[src/rtl/reg_file_ctrl_if.sv]
// -----------------------------------------------------------------------------
// reg_file_ctrl_if
// Bundle of the write-port controller's bus signals: two writeback requesters
// (A = in-order pipeline, B = long-latency unit) and the register-file write
// port driven by the controller.
//
// Signals:
//   aValid/aRd/aData   requester A write request, destination, data
//   aReady             A accepted this cycle when aValid & aReady
//   bValid/bRd/bData   requester B write request, destination, data
//   bReady             B accepted this cycle when bValid & bReady
//   regWrite/rd/writeData  registered register-file write port
//   initBusy           high while the power-up clear sequence runs
//
// Modports:
//   master  requesters + register file side (drives requests)
//   slave   the controller (drives ready, write port, initBusy)
// -----------------------------------------------------------------------------
interface reg_file_ctrl_if #(
    parameter int ADDR_W = 5,
    parameter int DATA_W = 32
);
    logic              aValid;
    logic [ADDR_W-1:0] aRd;
    logic [DATA_W-1:0] aData;
    logic              aReady;

    logic              bValid;
    logic [ADDR_W-1:0] bRd;
    logic [DATA_W-1:0] bData;
    logic              bReady;

    logic              regWrite;
    logic [ADDR_W-1:0] rd;
    logic [DATA_W-1:0] writeData;
    logic              initBusy;

    modport master (
        output aValid, aRd, aData,
        output bValid, bRd, bData,
        input  aReady, bReady,
        input  regWrite, rd, writeData, initBusy
    );

    modport slave (
        input  aValid, aRd, aData,
        input  bValid, bRd, bData,
        output aReady, bReady,
        output regWrite, rd, writeData, initBusy
    );
endinterface

[src/rtl/reg_file_ctrl.sv]
// -----------------------------------------------------------------------------
// reg_file_ctrl
// Write-port controller for the register file. After reset it walks every
// register address writing zero (INIT), then arbitrates the single write port
// between requester A (pipeline writeback) and requester B (long-latency unit)
// (RUN). A wins by default; B wins once it has lost STARVE_LIMIT consecutive
// cycles. Requests targeting x0 are accepted and silently discarded.
//
// Ports:
//   clk    in   single clock, all state on posedge
//   reset  in   asynchronous, active-high; restarts the clear sequence
//   bus    slave modport of reg_file_ctrl_if (requests, readies, write port)
// -----------------------------------------------------------------------------
module reg_file_ctrl #(
    parameter int NUM_REGS     = 32,
    parameter int ADDR_W       = 5,
    parameter int DATA_W       = 32,
    parameter int STARVE_LIMIT = 4
) (
    input  logic            clk,
    input  logic            reset,
    reg_file_ctrl_if.slave  bus
);

    localparam int STARVE_W = (STARVE_LIMIT < 1) ? 1 : $clog2(STARVE_LIMIT + 1);
    localparam logic [STARVE_W-1:0] STARVE_MAX = STARVE_W'(STARVE_LIMIT);
    localparam logic [ADDR_W-1:0]   LAST_REG   = ADDR_W'(NUM_REGS - 1);

    typedef enum logic [1:0] {
        ST_INIT = 2'd0,
        ST_RUN  = 2'd1
    } state_t;

    state_t              state_q;
    logic [ADDR_W-1:0]   init_cnt_q;
    logic [STARVE_W-1:0] starve_cnt_q;
    logic [STARVE_W-1:0] starve_cnt_d;
    logic                reg_write_q;
    logic [ADDR_W-1:0]   rd_q;
    logic [DATA_W-1:0]   write_data_q;

    logic run_s;
    logic a_nz_s;
    logic b_nz_s;
    logic b_wins_s;
    logic a_ready_s;
    logic b_ready_s;
    logic a_grant_s;
    logic b_grant_s;

    // Arbitration: x0 requests are always ready; a nonzero B beats A only
    // once its starvation counter has saturated.
    always_comb begin
        run_s     = (state_q == ST_RUN);
        a_nz_s    = bus.aValid && (bus.aRd != '0);
        b_nz_s    = bus.bValid && (bus.bRd != '0);
        b_wins_s  = b_nz_s && (starve_cnt_q == STARVE_MAX);
        a_ready_s = run_s && ((bus.aRd == '0) || !b_wins_s);
        b_ready_s = run_s && ((bus.bRd == '0) || b_wins_s || !a_nz_s);
        // Only nonzero accepted requests consume the write port.
        a_grant_s = a_nz_s && a_ready_s;
        b_grant_s = b_nz_s && b_ready_s;
    end

    // Starvation count: counts cycles a nonzero B request is left waiting.
    always_comb begin
        starve_cnt_d = starve_cnt_q;
        if (b_grant_s || !b_nz_s) begin
            starve_cnt_d = '0;
        end else if (starve_cnt_q != STARVE_MAX) begin
            starve_cnt_d = starve_cnt_q + 1'b1;
        end else begin
            starve_cnt_d = starve_cnt_q;
        end
    end

    // Controller FSM: clear sequence, then one granted write per cycle.
    always_ff @(posedge clk or posedge reset) begin
        if (reset) begin
            state_q      <= ST_INIT;
            init_cnt_q   <= '0;
            starve_cnt_q <= '0;
            reg_write_q  <= 1'b0;
            rd_q         <= '0;
            write_data_q <= '0;
        end else begin
            case (state_q)
                ST_INIT: begin
                    reg_write_q  <= 1'b1;
                    rd_q         <= init_cnt_q;
                    write_data_q <= '0;
                    init_cnt_q   <= init_cnt_q + 1'b1;
                    starve_cnt_q <= '0;
                    // Leave INIT on the edge that issues the last clear.
                    if (init_cnt_q == LAST_REG) begin
                        state_q <= ST_RUN;
                    end else begin
                        state_q <= ST_INIT;
                    end
                end
                ST_RUN: begin
                    starve_cnt_q <= starve_cnt_d;
                    if (a_grant_s) begin
                        reg_write_q  <= 1'b1;
                        rd_q         <= bus.aRd;
                        write_data_q <= bus.aData;
                    end else if (b_grant_s) begin
                        reg_write_q  <= 1'b1;
                        rd_q         <= bus.bRd;
                        write_data_q <= bus.bData;
                    end else begin
                        // Address/data hold; only the enable drops.
                        reg_write_q  <= 1'b0;
                    end
                end
                default: begin
                    // Unreachable encoding: recover through a full clear.
                    state_q      <= ST_INIT;
                    init_cnt_q   <= '0;
                    starve_cnt_q <= '0;
                    reg_write_q  <= 1'b0;
                end
            endcase
        end
    end

    assign bus.aReady    = a_ready_s;
    assign bus.bReady    = b_ready_s;
    assign bus.regWrite  = reg_write_q;
    assign bus.rd        = rd_q;
    assign bus.writeData = write_data_q;
    assign bus.initBusy  = (state_q == ST_INIT);

endmodule

[src/flat_wrapper.sv]
// flat-port wrapper written by rule: the top's interface ports become plain ports
module reg_file_ctrl_flat 
#(
    parameter int NUM_REGS     = 32,
    parameter int ADDR_W       = 5,
    parameter int DATA_W       = 32,
    parameter int STARVE_LIMIT = 4
)
  (clk, reset, bus_aValid, bus_aRd, bus_aData, bus_bValid, bus_bRd, bus_bData, bus_aReady, bus_bReady, bus_regWrite, bus_rd, bus_writeData, bus_initBusy);
  reg_file_ctrl_if #(.ADDR_W(ADDR_W), .DATA_W(DATA_W)) bus_i ();
  input  logic clk;
  input  logic reset;
  input wire logic [$bits(bus_i.aValid)-1:0] bus_aValid;
  input wire logic [$bits(bus_i.aRd)-1:0] bus_aRd;
  input wire logic [$bits(bus_i.aData)-1:0] bus_aData;
  input wire logic [$bits(bus_i.bValid)-1:0] bus_bValid;
  input wire logic [$bits(bus_i.bRd)-1:0] bus_bRd;
  input wire logic [$bits(bus_i.bData)-1:0] bus_bData;
  output wire logic [$bits(bus_i.aReady)-1:0] bus_aReady;
  output wire logic [$bits(bus_i.bReady)-1:0] bus_bReady;
  output wire logic [$bits(bus_i.regWrite)-1:0] bus_regWrite;
  output wire logic [$bits(bus_i.rd)-1:0] bus_rd;
  output wire logic [$bits(bus_i.writeData)-1:0] bus_writeData;
  output wire logic [$bits(bus_i.initBusy)-1:0] bus_initBusy;
  assign bus_i.aValid = bus_aValid;
  assign bus_i.aRd = bus_aRd;
  assign bus_i.aData = bus_aData;
  assign bus_i.bValid = bus_bValid;
  assign bus_i.bRd = bus_bRd;
  assign bus_i.bData = bus_bData;
  assign bus_aReady = bus_i.aReady;
  assign bus_bReady = bus_i.bReady;
  assign bus_regWrite = bus_i.regWrite;
  assign bus_rd = bus_i.rd;
  assign bus_writeData = bus_i.writeData;
  assign bus_initBusy = bus_i.initBusy;
  reg_file_ctrl #(.NUM_REGS(NUM_REGS), .ADDR_W(ADDR_W), .DATA_W(DATA_W), .STARVE_LIMIT(STARVE_LIMIT)) u_core (.clk(clk), .reset(reset), .bus(bus_i));
endmodule
[config.mk]
export PLATFORM = sky130hd
export DESIGN_NAME = reg_file_ctrl_flat
export DESIGN_NICKNAME = d
export VERILOG_FILES = /design/src/rtl/reg_file_ctrl_if.sv /design/src/rtl/reg_file_ctrl.sv /design/src/flat_wrapper.sv
export SDC_FILE = /design/constraint.sdc
export NUM_CORES = 1
export LEC_CHECK = 0
export CORE_MARGIN = 2
export CORE_UTILIZATION = 42
export CTS_CLUSTER_DIAMETER = 30
export DETAILED_ROUTE_END_ITERATION = 16
export MAX_ROUTING_LAYER = met4
export PLACE_DENSITY = 0.89
export SLEW_MARGIN = 40
export SYNTH_ARGS = -nofsm -noshare
export SYNTH_HDL_FRONTEND = slang
export SYNTH_SLANG_ARGS = --single-unit
[constraint.sdc]
create_clock -name clk -period 4.7 [get_ports clk]
set_clock_uncertainty 0.15 [all_clocks]
set_input_delay 0.94 -clock clk [delete_from_list [all_inputs] [get_ports clk]]
set_output_delay 0.94 -clock clk [all_outputs]
set_load 0.01 [all_outputs]
==> results.rst, run 1 <==
.. list-table::
   :header-rows: 1

   * - Metric
     - Value
   * - Initial antenna violation count
     - 0
   * - Power after layout
     - 939 µW
   * - Proportion of power drawn by flip-flops and latches
     - 0.486
   * - Switching power
     - 250 µW
   * - Yosys synthesis warning count
     - 0
   * - Count of fill cells added during filler insertion
     - 385
   * - Leakage component of the power
     - 1.58 nW
   * - Overall fraction of global-route tracks in use
     - 0.215
   * - CTS max path bufs
     - 2
   * - Crit Reg-Reg Startpoint
     - u_core.state_q[0]
   * - Setup crit end kind
     - primary output
   * - Clock root cell
     - sky130_fd_sc_hd__clkbuf_8
   * - PortBufs
     - 118
   * - Horizontal die dimension
     - 75.8 µm
   * - Run status
     - finished clean
   * - Register area share after synthesis
     - 0.544
   * - Asr flop ratio synth
     - 1.00
   * - Overall via count from detail_route
     - 2,077
   * - Avg Vias per Cell
     - 5.44
   * - Clock transition at the registers of the reported paths
     - 80 ps
   * - Final Critical Period
     - 4170 ps
   * - Min-delay worst type
     - flip-flop to flip-flop
   * - Post-synthesis sequential element count
     - 47
   * - Post-CTS Setup Repair Bufs
     - 0
   * - Setup total negative slack
     - 0 ps
   * - Area growth, synth to finish
     - 60.8%
   * - Wire per inst
     - 15.9 µm
   * - Slew of the pin with the lowest slew margin
     - 708 ps
   * - Leading cell types in the layout, fill and taps excluded
     - sky130_fd_sc_hd__clkdlybuf4s50_1 (118), sky130_fd_sc_hd__dfrtp_1 (47), sky130_fd_sc_hd__inv_1 (34)
   * - Congestion Overflow GR
     - 0
   * - Die Area
     - 0.00574 mm²
   * - Share of layout cells above drive strength 1
     - 0.0737
   * - Number of CTS-inserted buffers
     - 5
   * - Number of global-route vias before repair
     - 1,924
   * - Clock latency reported for the late side of the worst-skew pair
     - 300 ps
   * - Final standard cell count with taps included and fillers excluded
     - 382
   * - Req. time, crit path
     - 3610 ps
   * - Most common library cell in the layout ignoring fill and taps
     - sky130_fd_sc_hd__clkdlybuf4s50_1
   * - Count of H-tree levels built during CTS
     - 2
   * - PostCTS Resize Cnt
     - 0
   * - Sum of net half-perimeters after detailed placement
     - 4.53 mm
   * - Arrival time at the worst endpoint
     - 3080 ps
   * - Setup repair after global routing missed its margin
     - no
   * - Starting DRC count in detailed routing
     - 178
   * - Combinational share of power
     - 0.255
   * - Area of the mapped netlist
     - 0.00216 mm²
   * - Number of antenna repair diodes
     - 0
   * - Class of the most critical setup path
     - input pin to primary output
   * - Post-route antenna net violation count
     - 0
   * - Global-route wire length before repair
     - 9.04 mm
   * - Total placed cells including tap cells
     - 374
   * - Post-synth top flop
     - sky130_fd_sc_hd__dfrtp_1
   * - Maximum vdd drop
     - 165 µV
   * - Complex-gate fraction of the synthesized area
     - 0.205
   * - Max cap viols
     - 0
   * - Largest net degree at the start of global routing
     - 48
   * - Achievable clock frequency
     - 240 MHz
   * - # nets final
     - 393
   * - Mux contribution to synthesized area
     - 0.0104
   * - Count of flip-flops with a built-in enable after synthesis
     - 0
   * - Worst Hold Launch
     - u_core.bus.rd[4]
   * - Simple-gate share of the synthesized area
     - 0.105
   * - Power Density
     - 270 mW/mm²
   * - Fin crit share
     - 0.887
   * - Cts hold-fix bufs
     - 0
   * - Internal Pwr Total
     - 689 µW
   * - Final design utilization
     - 0.690
   * - Clock sink total
     - 47
   * - Portion of total power attributed to the clock network
     - 0.259
   * - Critical path peak fanout
     - 6
   * - Fraction of the mapped netlist area in adder cells
     - 0.0231
   * - Unique cell type count in the Yosys netlist
     - 32
   * - Start point of the critical path
     - bus_bRd[4]
   * - Slew HR
     - 0.528
   * - Io pins
     - 119
   * - Initial Utilization
     - 0.429
   * - Final-layout worst hold slack
     - 339 ps
   * - Mean cell area of the mapped netlist
     - 11.2 µm²
   * - Global placement routability congestion
     - 0.800
   * - Post-synthesis xor/xnor area fraction
     - 0.0122
   * - Critical path launch point type
     - input pin
   * - Residual DRC
     - 0
   * - Main combinational cell family by area after synthesis
     - compound AO/OA/AOI/OAI gates
   * - Y dimension of the die
     - 75.8 µm
   * - TritonCTS clock tree
     - built
   * - Post-detailed-routing wire length
     - 6.08 mm
   * - CORE AREA
     - 0.00504 mm²
   * - Final hold violations
     - 0
   * - Switching share of total power
     - 0.266
   * - Final Max Slew Viols
     - 0
   * - Synth Instances
     - 193
   * - Mapped Nets
     - 275
   * - Final setup fails
     - 0
   * - Cell row count
     - 26
   * - Number of search-and-repair iterations in the first detailed-routing pass
     - 5
## layer usage
layer | vias to the layer above | track usage | wire length, µm
met3 | 11 | 0.0556 | 480
met1 | 1011 | 0.260 | 2360
met5 | - | - | 0
met2 | 93 | 0.352 | 3150
li1 | 962 | - | -
met4 | 0 | 0.0663 | 91
## cell usage after synthesis, types with 2 or more instances
cell type	number	area [µm²]
sky130_fd_sc_hd__a222oi_1	32	320
sky130_fd_sc_hd__and3_1	7	43.8
sky130_fd_sc_hd__buf_2	5	25.0
sky130_fd_sc_hd__buf_4	2	15.0
sky130_fd_sc_hd__buf_6	3	33.8
sky130_fd_sc_hd__dfrtp_1	47	1180
sky130_fd_sc_hd__ha_1	4	50.1
sky130_fd_sc_hd__inv_1	35	131
sky130_fd_sc_hd__mux2_2	2	22.5
sky130_fd_sc_hd__nand2_1	7	26.3
sky130_fd_sc_hd__nand3_1	4	20.0
sky130_fd_sc_hd__nand4_1	2	12.5
sky130_fd_sc_hd__nor2_1	8	30.0
sky130_fd_sc_hd__nor3b_2	2	25.0
sky130_fd_sc_hd__o211ai_1	2	15.0
sky130_fd_sc_hd__o21ai_0	8	40.0
sky130_fd_sc_hd__o21ai_1	5	25.0
sky130_fd_sc_hd__or4_4	2	22.5
sky130_fd_sc_hd__xnor2_1	3	26.3
## power groups by stage
stage / clock, mW / sequential (mW) / combinational, mW
global placement: 0 / 0.462 / 0.236
detailed placement: 0 / 0.465 / 0.242
global route: 0.269 / 0.461 / 0.260
CTS: 0.250 / 0.456 / 0.243
floorplan: 0 / 0.480 / 0.0707
finish: 0.243 / 0.456 / 0.240
## path summary, 6_finish.rpt
check	to	slack (ps)	cells after the start
max in group asynchronous	u_core.bus.regWrite	3100	2
worst max-delay path	bus_aReady	530	6
worst min-delay path	u_core.bus.rd[4]	340	2
min in group asynchronous	u_core.bus.writeData[8]	910	2
worst max register to register	u_core.starve_cnt_q[1]	2170	4
worst min register to register	u_core.bus.rd[4]	340	2
## through the flow
stage | setup slack (ps) | cell area, µm²
3_5_place_dp | 564 | 3390
3_3_place_gp | 581 | 3390
6_report | 532 | 3480
2_1_floorplan | 1610 | 2160
4_1_cts | 548 | 3480
5_1_grt | 418 | 3480
## sequential cells by signal, summed over array words and instances, names as in the netlist
name                  count
u_core.bus.rd             5
u_core.bus.regWrite       1
u_core.bus.writeData     32
u_core.init_cnt_q         5
u_core.starve_cnt_q       3
u_core.state_q            1
## logic make-up after synthesis
family / after synthesis
xor+xnor: 3
fa+ha+maj: 4
buf+inv: 48
simple gates: 37
mux: 2
flops: 47
compound gates: 52
## worst max-delay path, cell delays in order
cell and delay (ps):
sky130_fd_sc_hd__clkdlybuf4s50_1 430, sky130_fd_sc_hd__or4_4 570, sky130_fd_sc_hd__o21ai_1 390, sky130_fd_sc_hd__nor2_1 90, sky130_fd_sc_hd__nor2_1 110, sky130_fd_sc_hd__clkdlybuf4s50_1 550
## cell type report
class                      count  area (µm²)  area share
multi-input combinational     98         776       0.223
clock inverter                 2        12.5     0.00360
tap                           70        87.6      0.0252
inverter                      37         141      0.0407
clock buffer                   6        72.6      0.0209
timing repair buffer         122        1210       0.348
sequential                    47        1180       0.338
Note: power is estimated with default switching activity, not from simulation.
==> run 2: changes to the inputs <==
- CTS_CLUSTER_DIAMETER: 30 -> default
==> results of run 2 <==
The final DEF is identical to that of run 1; final timing and power are the same.
==> run 3: changes to the inputs <==
--- a/config.mk
+++ b/config.mk
@@ -8,4 +8,5 @@
 export CORE_MARGIN = 2
 export CORE_UTILIZATION = 42
+export CTS_CLUSTER_SIZE = 8
 export DETAILED_ROUTE_END_ITERATION = 16
 export MAX_ROUTING_LAYER = met4
--- a/constraint.sdc
+++ b/constraint.sdc
@@ -3,3 +3,3 @@
 set_input_delay 0.94 -clock clk [delete_from_list [all_inputs] [get_ports clk]]
 set_output_delay 0.94 -clock clk [all_outputs]
-set_load 0.01 [all_outputs]
+set_load 0.05 [all_outputs]
==> results.rst, run 3 (synthesis gave the netlist of run 1 again) <==
.. list-table::
   :header-rows: 1

   * - Metric
     - Value
   * - Post-route antenna net violation count
     - 0
   * - Global-route wire length before repair
     - 8.95 mm
   * - Critical path launch point type
     - input pin
   * - Combinational share of power
     - 0.331
   * - Met3 routing resource usage after global routing
     - 0.0410
   * - Clock sink total
     - 47
   * - Leading cell types in the layout, fill and taps excluded
     - sky130_fd_sc_hd__clkdlybuf4s50_1 (117), sky130_fd_sc_hd__dfrtp_1 (47), sky130_fd_sc_hd__inv_1 (34)
   * - Power Density
     - 301 mW/mm²
   * - TritonCTS clock tree
     - built
   * - Count of fill cells added during filler insertion
     - 378
   * - Proportion of power drawn by flip-flops and latches
     - 0.437
   * - Number of global-route vias before repair
     - 1,893
   * - Avg Vias per Cell
     - 5.39
   * - Final-layout worst hold slack
     - 338 ps
   * - Setup total negative slack
     - 0 ps
   * - Clock transition at the registers of the reported paths
     - 80 ps
   * - Share of layout cells above drive strength 1
     - 0.0772
   * - Final instance area
     - 0.00348 mm²
   * - Final design utilization
     - 0.690
   * - Run status
     - finished clean
   * - Area growth, synth to finish
     - 60.8%
   * - Final Critical Period
     - 4310 ps
   * - Final standard cell count with taps included and fillers excluded
     - 381
   * - Achievable clock frequency
     - 232 MHz
   * - Busiest layer in global routing
     - met2
   * - Req. time, crit path
     - 3610 ps
   * - Min-delay worst type
     - flip-flop to flip-flop
   * - Maximum vdd drop
     - 185 µV
   * - Critical path peak fanout
     - 8
   * - Met1 Use GR
     - 0.265
   * - Final Max Slew Viols
     - 0
   * - Wire per inst
     - 15.8 µm
   * - Clock latency reported for the late side of the worst-skew pair
     - 290 ps
   * - Placed Instance Area
     - 0.00339 mm²
   * - Count of H-tree levels built during CTS
     - 2
   * - Number of search-and-repair iterations in the first detailed-routing pass
     - 8
   * - Number of CTS-inserted buffers
     - 5
   * - Fin crit share
     - 0.918
   * - Internal Pwr Total
     - 700 µW
   * - Initial antenna violation count
     - 0
   * - Cell row count
     - 26
   * - Horizontal die dimension
     - 75.8 µm
   * - Overall fraction of global-route tracks in use
     - 0.213
   * - Clock root cell
     - sky130_fd_sc_hd__clkbuf_8
   * - CORE AREA
     - 0.00504 mm²
   * - Number of antenna repair diodes
     - 0
   * - PostCTS Resize Cnt
     - 0
   * - Slew HR
     - 0.517
   * - Slew of the pin with the lowest slew margin
     - 724 ps
   * - Overall via count from detail_route
     - 2,052
   * - Starting DRC count in detailed routing
     - 248
   * - Die Area
     - 0.00574 mm²
   * - Residual DRC
     - 0
   * - Portion of total power attributed to the clock network
     - 0.232
   * - Io pins
     - 119
   * - Switching power
     - 346 µW
   * - Start point of the critical path
     - bus_aRd[1]
   * - Switching share of total power
     - 0.331
   * - Y dimension of the die
     - 75.8 µm
   * - Initial Utilization
     - 0.429
   * - Met2 Resource Use GR
     - 0.345
   * - Leakage component of the power
     - 1.58 nW
   * - CTS max path bufs
     - 2
   * - Crit Reg-Reg Startpoint
     - u_core.state_q[0]
   * - Final hold violations
     - 0
   * - Sum of net half-perimeters after detailed placement
     - 4.51 mm
   * - Largest net degree at the start of global routing
     - 48
   * - Max cap viols
     - 0
   * - Cts hold-fix bufs
     - 0
   * - Number of flip-flops in the largest register
     - 32
   * - Most common library cell in the layout ignoring fill and taps
     - sky130_fd_sc_hd__clkdlybuf4s50_1
   * - Total placed cells including tap cells
     - 374
   * - Setup crit end kind
     - primary output
   * - Congestion Overflow GR
     - 0
   * - Worst Hold Launch
     - u_core.bus.rd[4]
   * - Class of the most critical setup path
     - input pin to primary output
   * - Global placement routability congestion
     - 0.888
   * - Arrival time at the worst endpoint
     - 3220 ps
   * - Post-CTS Setup Repair Bufs
     - 0
   * - Post-detailed-routing wire length
     - 6.02 mm
   * - # nets final
     - 393
   * - Final setup fails
     - 0
   * - PortBufs
     - 118
   * - Setup repair after global routing missed its margin
     - no
run 3: changes by cell type in the layout (fill, tap and decap cells not counted), sizes merged:
cell,before,now
clkdlybuf4s50,118,117
buf,4,5
clkinvlp,1,0
run 3: power groups by stage:
stage | Clock, mW | Sequential, mW | Combinational (mW)
after global routing | 0.263 | 0.461 | 0.366
final | 0.242 | 0.457 | 0.346
after global placement | 0 | 0.462 | 0.343
after floorplan | 0 | 0.583 | 0.0724
after CTS | 0.250 | 0.457 | 0.349
after detailed placement | 0 | 0.465 | 0.348
run 3: layout make-up:
cell class	count	area, µm²	area share
Clock inverter	1	5.00	0.00144
Inverter	37	141	0.0407
Tap cell	70	87.6	0.0252
Clock buffer	6	82.6	0.0237
Multi-Input combinational cell	98	776	0.223
Sequential cell	47	1180	0.338
Timing Repair Buffer	122	1210	0.348
run 3: worst paths after layout:
| path | endpoint | slack, ps | cells after the start |
|---|---|---|---|
| worst max-delay path | bus_bReady | 390 | 6 |
| worst min-delay path | u_core.bus.rd[4] | 340 | 2 |
| worst max register to register | u_core.starve_cnt_q[1] | 2160 | 4 |
| worst min register to register | u_core.bus.rd[4] | 340 | 2 |
| max in group asynchronous | u_core.bus.writeData[17] | 3090 | 2 |
| min in group asynchronous | u_core.bus.writeData[2] | 920 | 2 |
run 3: metal layers:
metal | share of wire | wire length [µm]
met3 | 0.077 | 466
met2 | 0.51 | 3090
met1 | 0.39 | 2370
met5 | 0 | 0
met4 | 0.016 | 99
run 3: metrics by stage:
| stage | setup slack, ps | total power, mW |
|---|---|---|
| 2_1_floorplan | 1120 | 0.656 |
| 3_3_place_gp | 434 | 0.805 |
| 3_5_place_dp | 397 | 0.813 |
| 4_1_cts | 379 | 1.06 |
| 5_1_grt | 315 | 1.09 |
| 6_report | 385 | 1.05 |
run 3: critical path, stage by stage:
cell	delay, ps
sky130_fd_sc_hd__clkdlybuf4s50_1	430
sky130_fd_sc_hd__or4_4	580
sky130_fd_sc_hd__o21ai_4	260
sky130_fd_sc_hd__nor3_1	90
sky130_fd_sc_hd__nor2_1	100
sky130_fd_sc_hd__clkdlybuf4s50_1	820
==> patch: new RTL, flow settings as in run 2 <==
`STARVE_LIMIT` is set to 4 in 2 places; all go to 8.
--- a/src/rtl/reg_file_ctrl.sv
+++ b/src/rtl/reg_file_ctrl.sv
@@ -15,7 +15,7 @@
     parameter int NUM_REGS     = 32,
     parameter int ADDR_W       = 5,
     parameter int DATA_W       = 32,
-    parameter int STARVE_LIMIT = 4
+    parameter int STARVE_LIMIT = 8
 ) (
     input  logic            clk,
     input  logic            reset,
--- a/src/flat_wrapper.sv
+++ b/src/flat_wrapper.sv
@@ -4,7 +4,7 @@
     parameter int NUM_REGS     = 32,
     parameter int ADDR_W       = 5,
     parameter int DATA_W       = 32,
-    parameter int STARVE_LIMIT = 4
+    parameter int STARVE_LIMIT = 8
 )
   (clk, reset, bus_aValid, bus_aRd, bus_aData, bus_bValid, bus_bRd, bus_bData, bus_aReady, bus_bReady, bus_regWrite, bus_rd, bus_writeData, bus_initBusy);
   reg_file_ctrl_if #(.ADDR_W(ADDR_W), .DATA_W(DATA_W)) bus_i ();
Check against the original RTL: same outputs for any inputs over 10 cycles, from zero or initial values and one cycle with reset high; that may be too few to reach the edited logic, so the function may still have changed.
==> patch against run 2 <==
Register-to-register slack improved by 0.44 ns; synthesized area is 8.9% higher; routed wire length grew 11%; via count rose by 6.0%; design area increased by 5.9%; setup slack got worse by 0.0046 ns; sequential cell count up 1; cell count up 0.79%; maximum frequency down 0.11%; power up 8.0%; sequential share of layout area shrank 1.2 points; global-route usage is 1.4 points higher.
==> patch: results (changes against run 2) <==
stage,metric,value,unit,change
finish,Final #Nets,394,,was 393
sta,Min Hold Slack,0.336,ns,was 0.339 ns
place,hpwl dp,4.75,mm,was 4.53 mm
place,DP Worst Slack,0.531,ns,was 0.564 ns
global_routing,first-pass GRT wire length,11.0,mm,was 9.04 mm
synthesis,post-synthesis sequential area ratio,51.0,%,was 54.4%
run_status,status,completed,,unchanged
global_routing,pin count of the biggest net entering global routing,49,,was 48
synthesis,Post-synth top cells,"dfrtp_1, a221o_1, nor3b_1, clkbuf_1, or2_2",,"was dfrtp_1, inv_1, a222oi_1, nor2_1, o21ai_0"
route,DRT met1 WL,2.86,mm,was 2.36 mm
worst_setup_path,CP Max Fanout,9,,was 6
route,Vias,2201,,"was 2,077"
synthesis,Netlist cell types,31,,was 32
clocking,clock latency on the worst-skew pair,0.29,ns,
power_and_ir_drop,sw frac,25.1,%,was 26.6%
place,gpl congestion,0.809,,was 0.800
synthesis,Post-Syn Instances,200,,was 193
synthesis,"top cells by area, synth","dfrtp_1, a221o_1, nor3b_1, ha_1, buf_6",,"was dfrtp_1, a222oi_1, inv_1, ha_1, and3_1"
worst_setup_path,RR Endpoint,u_core.bus.writeData[17],,was u_core.starve_cnt_q[1]
route,1st-iter DRT viols,152,,was 178
worst_setup_path,cell depth of the worst flop-to-flop path,7,,was 4
power_and_ir_drop,Leak Pwr,1.46,nW,was 1.58 nW
global_routing,M1 GR Usage,29.0,%,was 26.0%
finish,fraction of layout cells with a size suffix above 1,8.63,%,was 7.37%
worst_hold_path,worst hold path depth,1,,was 2
route,met2 routed WL,3.25,mm,was 3.15 mm
place,Post-DP Area,3570,um2,was 3390 um2
global_routing,GRT Total Usage,22.9,%,was 21.5%
worst_setup_path,r2r setup slk,2.61,ns,was 2.17 ns
worst_hold_path,min-delay src,u_core.starve_cnt_q[0],,was u_core.bus.rd[4]
synthesis,syn nets,282,,was 275
route,First-pass DRT Iterations,4,,was 5
worst_setup_path,Worst R2R Start,u_core.starve_cnt_q[0],,was u_core.state_q[0]
power_and_ir_drop,Max VDD drop,0.135,mV,was 0.165 mV
route,drt total wl,6.73,mm,was 6.08 mm
## patch: cell count changes after synthesis, moves of 3 or more
cell             run 2  this run
nor2_1               8         5
clkbuf_1             1         7
inv_1               35         6
a222oi_1            32         0
and3_1               7         1
o41ai_1              0         5
a31oi_1              1         6
or2_2                1         7
o21ai_1              5         0
nand2_1              7         4
nand3b_1             0         6
nor3b_1              0        32
a221o_1              0        32
nand3_1              4         1
## patch: worst max path at each step
stage,from,to,slack (ns),depth (start not counted)
floorplan,bus_aRd[0],bus_bReady,1.59,4
global placement,bus_aRd[0],bus_bReady,0.56,5
detailed placement,bus_aRd[0],bus_bReady,0.53,5
CTS,bus_aRd[0],bus_bReady,0.51,5
global route,bus_aRd[0],bus_bReady,0.41,5
finish,bus_aRd[0],bus_bReady,0.53,5
## patch: cell families after synthesis
group,Yosys count,synth area share [%]
muxes,2,0.956
DFF,48,51.0
adders and majority gates,4,2.13
and+or+nand+nor,62,18.2
xor gates and xnor gates,5,1.86
AOI/OAI and AO/OA,56,20.6
buffers and inverters,23,5.26
## patch: area by class of cell
| type | instances | area share (%) |
|---|---|---|
| Multi-Input combinational cell | 129 | 28.3 |
| Clock inverter | 3 | 1.26 |
| Inverter | 6 | 0.679 |
| Sequential cell | 48 | 32.6 |
| Tap cell | 72 | 2.45 |
| Clock buffer | 5 | 1.87 |
| Timing Repair Buffer | 122 | 32.9 |
## patch: power groups by stage
stage / Clock (mW) / Combinational, mW / Sequential (mW)
2_1_floorplan: 0 / 0.0768 / 0.489
3_3_place_gp: 0 / 0.241 / 0.472
3_5_place_dp: 0 / 0.245 / 0.474
4_1_cts: 0.311 / 0.246 / 0.467
5_1_grt: 0.333 / 0.261 / 0.471
6_report: 0.303 / 0.244 / 0.467
